## config.mk

```make
export PLATFORM = sky130hd
export DESIGN_NAME = fetch_sequencer_flat
export DESIGN_NICKNAME = d
export VERILOG_FILES = /design/src/rtl/fetch_sequencer_if.sv /design/src/rtl/fetch_sequencer.sv /design/src/flat_wrapper.sv
export SDC_FILE = /design/constraint.sdc
export NUM_CORES = 1
export LEC_CHECK = 0
export ABC_CLOCK_PERIOD_IN_PS = 3000
export BUFFER_PORTS_ARGS = -buffer_cell sky130_fd_sc_hd__buf_2
export CORE_MARGIN = 2
export CORE_UTILIZATION = 30
export CTS_CLUSTER_SIZE = 40
export DETAILED_ROUTE_END_ITERATION = 12
export SLEW_MARGIN = 20
export SYNTH_ARGS = -nofsm -noshare
export SYNTH_HDL_FRONTEND = slang
export SYNTH_SLANG_ARGS = --single-unit
```

## constraint.sdc

```tcl
create_clock -name clk -period 3 [get_ports clk]
set_input_delay 0.3 -clock clk [delete_from_list [all_inputs] [get_ports clk]]
set_output_delay 0.3 -clock clk [all_outputs]
set_load 0.05 [all_outputs]
```

## src/rtl/fetch_sequencer_if.sv

```systemverilog
// rtl/fetch_sequencer_if.sv - ROM fetch and datapath issue bus for fetch_sequencer
interface fetch_sequencer_if;
  logic [3:0]  address;
  logic [15:0] instruction;
  logic        issue_valid;
  logic        issue_ready;
  logic [3:0]  issue_op;
  logic [2:0]  issue_rd;
  logic [2:0]  issue_rs;
  logic [7:0]  issue_imm;
  logic        done;
  logic        zero;

  modport master (
    output address, issue_valid, issue_op, issue_rd, issue_rs, issue_imm,
    input  instruction, issue_ready, done, zero
  );

  modport slave (
    input  address, issue_valid, issue_op, issue_rd, issue_rs, issue_imm,
    output instruction, issue_ready, done, zero
  );
endinterface

```

## src/rtl/fetch_sequencer.sv

```systemverilog
// rtl/fetch_sequencer.sv - PC/IR fetch sequencer: resolves nop/jmp/br, issues the rest
module fetch_sequencer #(
  parameter logic [3:0] RESET_PC = 4'd0
) (
  input  logic                      clk,
  input  logic                      rst,
  input  logic                      run,
  fetch_sequencer_if.master         bus,
  output logic [3:0]                pc,
  output logic                      zf
);

  localparam logic [3:0] OP_NOP = 4'b0000;
  localparam logic [3:0] OP_JMP = 4'b1000;
  localparam logic [3:0] OP_BR  = 4'b1100;

  typedef enum logic [1:0] {FETCH, ISSUE, WAIT} state_t;

  state_t      state;
  logic [3:0]  pc_q;
  logic [15:0] ir;
  logic        zf_q;
  logic        valid_q;

  function automatic logic is_local(input logic [3:0] op);
    return (op == OP_NOP) || (op == OP_JMP) || (op == OP_BR);
  endfunction

  always_ff @(posedge clk or posedge rst) begin
    if (rst) begin
      state   <= FETCH;
      pc_q    <= RESET_PC;
      ir      <= 16'h0000;
      zf_q    <= 1'b0;
      valid_q <= 1'b0;
    end else begin
      case (state)
        FETCH: begin
          if (run) begin
            ir <= bus.instruction;
            // valid is decoded at the fetch edge so it is purely registered
            valid_q <= !is_local(bus.instruction[15:12]);
            state   <= ISSUE;
          end
        end
        ISSUE: begin
          if (is_local(ir[15:12])) begin
            if (ir[15:12] == OP_JMP || (ir[15:12] == OP_BR && zf_q))
              pc_q <= ir[11:8];
            else
              pc_q <= pc_q + 4'd1;
            state <= FETCH;
          end else if (valid_q && bus.issue_ready) begin
            pc_q    <= pc_q + 4'd1;
            valid_q <= 1'b0;
            state   <= WAIT;
          end
        end
        WAIT: begin
          if (bus.done) begin
            zf_q  <= bus.zero;
            state <= FETCH;
          end
        end
        default: begin
          state   <= FETCH;
          valid_q <= 1'b0;
        end
      endcase
    end
  end

  assign bus.address     = pc_q;
  assign bus.issue_valid = valid_q;
  assign bus.issue_op    = ir[15:12];
  assign bus.issue_rd    = ir[11:9];
  assign bus.issue_rs    = ir[8:6];
  assign bus.issue_imm   = ir[7:0];
  assign pc              = pc_q;
  assign zf              = zf_q;

endmodule

```

## src/flat_wrapper.sv

```systemverilog
// flat-port wrapper written by rule: the top's interface ports become plain ports
module fetch_sequencer_flat 
#(
  parameter logic [3:0] RESET_PC = 4'd0
)
  (clk, rst, run, pc, zf, bus_address, bus_issue_valid, bus_issue_op, bus_issue_rd, bus_issue_rs, bus_issue_imm, bus_instruction, bus_issue_ready, bus_done, bus_zero);
  fetch_sequencer_if bus_i ();
  input  logic clk;
  input  logic rst;
  input  logic run;
  output logic [3:0] pc;
  output logic zf;
  output wire logic [$bits(bus_i.address)-1:0] bus_address;
  output wire logic [$bits(bus_i.issue_valid)-1:0] bus_issue_valid;
  output wire logic [$bits(bus_i.issue_op)-1:0] bus_issue_op;
  output wire logic [$bits(bus_i.issue_rd)-1:0] bus_issue_rd;
  output wire logic [$bits(bus_i.issue_rs)-1:0] bus_issue_rs;
  output wire logic [$bits(bus_i.issue_imm)-1:0] bus_issue_imm;
  input wire logic [$bits(bus_i.instruction)-1:0] bus_instruction;
  input wire logic [$bits(bus_i.issue_ready)-1:0] bus_issue_ready;
  input wire logic [$bits(bus_i.done)-1:0] bus_done;
  input wire logic [$bits(bus_i.zero)-1:0] bus_zero;
  assign bus_address = bus_i.address;
  assign bus_issue_valid = bus_i.issue_valid;
  assign bus_issue_op = bus_i.issue_op;
  assign bus_issue_rd = bus_i.issue_rd;
  assign bus_issue_rs = bus_i.issue_rs;
  assign bus_issue_imm = bus_i.issue_imm;
  assign bus_i.instruction = bus_instruction;
  assign bus_i.issue_ready = bus_issue_ready;
  assign bus_i.done = bus_done;
  assign bus_i.zero = bus_zero;
  fetch_sequencer #(.RESET_PC(RESET_PC)) u_core (.clk(clk), .rst(rst), .run(run), .bus(bus_i), .pc(pc), .zf(zf));
endmodule
```

==> metrics.yaml <==
route:
  avgRoutedWirePerCell_um: 12.9
  ant_nets: 0
  drt_iter0_markers: 24
  drt-total-wl_mm: 2.37
  drc: 0
  vias: 861
  detail_route.first_pass.iterations: 4
  routed_via_density: 4.68
clock_tree:
  clk_pin_slew_ps: 80
  cts_buffers: 3
  clock_path_buffers: 2
  cts_resized: 0
  htreeDepth: 1
  post-cts-setup-buffer-count: 0
  clkSinkCount: 24
  root_buffer: "clkbuf_8"
  ctsHoldBuffers: 0
  cts_tree: "done"
  clock_latency_ps: 260
outcome:
  status: "complete, no violations"
setup_path:
  r2r-start: "u_core.state[1]$_DFFE_PP0P_"
  cp_max_fo: 17
  cp-start-kind: "flop"
  cp-startpoint: "u_core.state[1]$_DFFE_PP0P_"
  worst-setup-path-type: "reg -> reg"
  cp_top_family: "simple AND/OR/NAND/NOR gates"
  crit_arrival_ps: 1920
  path_cells: "nand2b_1, nor2_2, mux2_2"
  r2r_cells: 3
  reg2reg_to: "u_core.ir[7]$_DFFE_PP0P_"
  r2r_slack_ps: 1220
  path_buf_inv: 0
  cpMaxStageDelayCell: "nor2_2"
  critPathRequiredTime_ps: 3140
  critPathMaxStageDelay_ps: 640
  critPathCaptureType: "flop"
cells_and_area:
  nets: 160
  diodes: 0
  area_growth_pct: 27.1
  fillCellCount: 365
  layout-drive-gt1-share: 0.559
logic_synthesis:
  avgSynthCellArea_um2: 12.4
  synth-edff-count: 0
  synth_top_area_cell: "dfrtp_1"
  synthTopCellsByArea: "dfrtp_1, mux2_2, buf_4"
  ys_seq_elements: 24
  synth_top_area_share: 0.532
  synthTopCellsByCount: "dfrtp_1, mux2_2, buf_4"
  syn_nets: 114
  yosysMostFrequentCell: "dfrtp_1"
  ys.flop_type: "dfrtp_1"
  synthArstFlopShare: 1.00
  yosys_warnings: 0
  ys_seq_area_frac: 0.532
  synth.distinct_cells: 30
  syn_inst: 91
  syn-cell-area_mm2: 0.00113
sta:
  setup_viol: 0
  period_share: 0.592
  period_minus_slack_ps: 1780
  rsz0062_at_grt: "no"
  worstMarginPinSlew_ps: 907
  final_hold_viol_count: 0
  relSlewSlack: 0.394
  setup_tns_ps: 0
  final_max_slew_viol_count: 0
  fin_skew_ps: 5.71
  fmax_ghz: 0.563
min_path:
  hold_class: "in -> async"
floorplan:
  die_y_um: 65.4
  core_area_mm2: 0.00363
  row_count: 22
  start_util: 0.311
  die_x_um: 65.4
  fp.dieArea_mm2: 0.00427
  ios: 50
global_routing:
  grt_pass1_vias: 826
  antenna_found_initial: 0
  track_usage: 0.118
  grt_pass1_wl_mm: 3.81
  grt_max_degree: 25
  overflow: 0
placed_design:
  io_buffers: 49
  gpl.final_weighted_congestion: 0.720
  post-dp-hpwl_mm: 1.86
flow_run:
  maxCapViolations: 0
[stage by stage]
stage | hold slack [ps] | worst slack (ps) | util | area [um^2] | instances
detailed placement | 491 | 1220 | 0.380 | 1380 | 180
finish | 223 | 1220 | 0.395 | 1440 | 184
global placement | 483 | 1290 | 0.380 | 1380 | 180
CTS | 222 | 1200 | 0.395 | 1440 | 184
floorplan | 315 | 1210 | - | 1130 | 91
global route | 229 | 1110 | 0.395 | 1440 | 184
[per-layer routing]
layer  up-vias  GRT usage  part of all wire
met5         -          0                 0
met4         0     0.0625             0.014
met3         2     0.0223             0.054
met2        33      0.199              0.50
met1       412      0.141              0.43
li1        414          -                 -
[worst register-to-register path: stages (launching register included)]
cell and delay, ps:
dfrtp_1 410, nand2b_1 190, nor2_2 640, mux2_2 420
[state kept, by name, summed over array words and instances, names as in the netlist]
name	count
u_core.state	2
u_core.ir	16
u_core.bus.issue_valid	1
u_core.bus.address	4
u_core.zf	1
[layout make-up]
class / instances / area (um^2) / area share
Timing Repair Buffer: 49 / 245 / 0.171
Multi-Input combinational cell: 55 / 460 / 0.321
Sequential cell: 24 / 601 / 0.418
Clock buffer: 4 / 55.1 / 0.0383
Inverter: 4 / 15.0 / 0.0105
Tap cell: 48 / 60.1 / 0.0418
[how the worst max path moves through the flow]
stage                     slack (ps)  depth (start not counted)                                end
after floorplan                 1210                          4  u_core.bus.address[1]$_DFFE_PP0P_
after global placement          1290                          3           u_core.ir[3]$_DFFE_PP0P_
after detailed placement        1220                          3           u_core.ir[5]$_DFFE_PP0P_
after CTS                       1200                          3           u_core.ir[5]$_DFFE_PP0P_
after global routing            1110                          3           u_core.ir[7]$_DFFE_PP0P_
final                           1220                          3           u_core.ir[7]$_DFFE_PP0P_
[cell usage in the layout (no fill, tap or decap), types with 3 or more instances in the layout]
| master | n |
|---|---|
| buf_2 | 49 |
| clkbuf_8 | 4 |
| dfrtp_1 | 24 |
| inv_1 | 4 |
| mux2_2 | 20 |
| nand2_1 | 3 |
| nand3_1 | 3 |
| nor2_1 | 4 |
| o31ai_1 | 3 |
[logic make-up (layout without fill, tap and decap cells)]
family,Yosys count,count (layout),synth area share
AOI/OAI and AO/OA,13,13,0.0897
adders and majority gates,1,1,0.0111
buffers and inverters,12,57,0.0609
DFF,24,24,0.532
muxes,21,21,0.208
and+or+nand+nor,20,20,0.0986
Power is left out: the tool's default activity adds up to more than one toggle a clock period on the data nets, which glitch-free logic cannot reach.
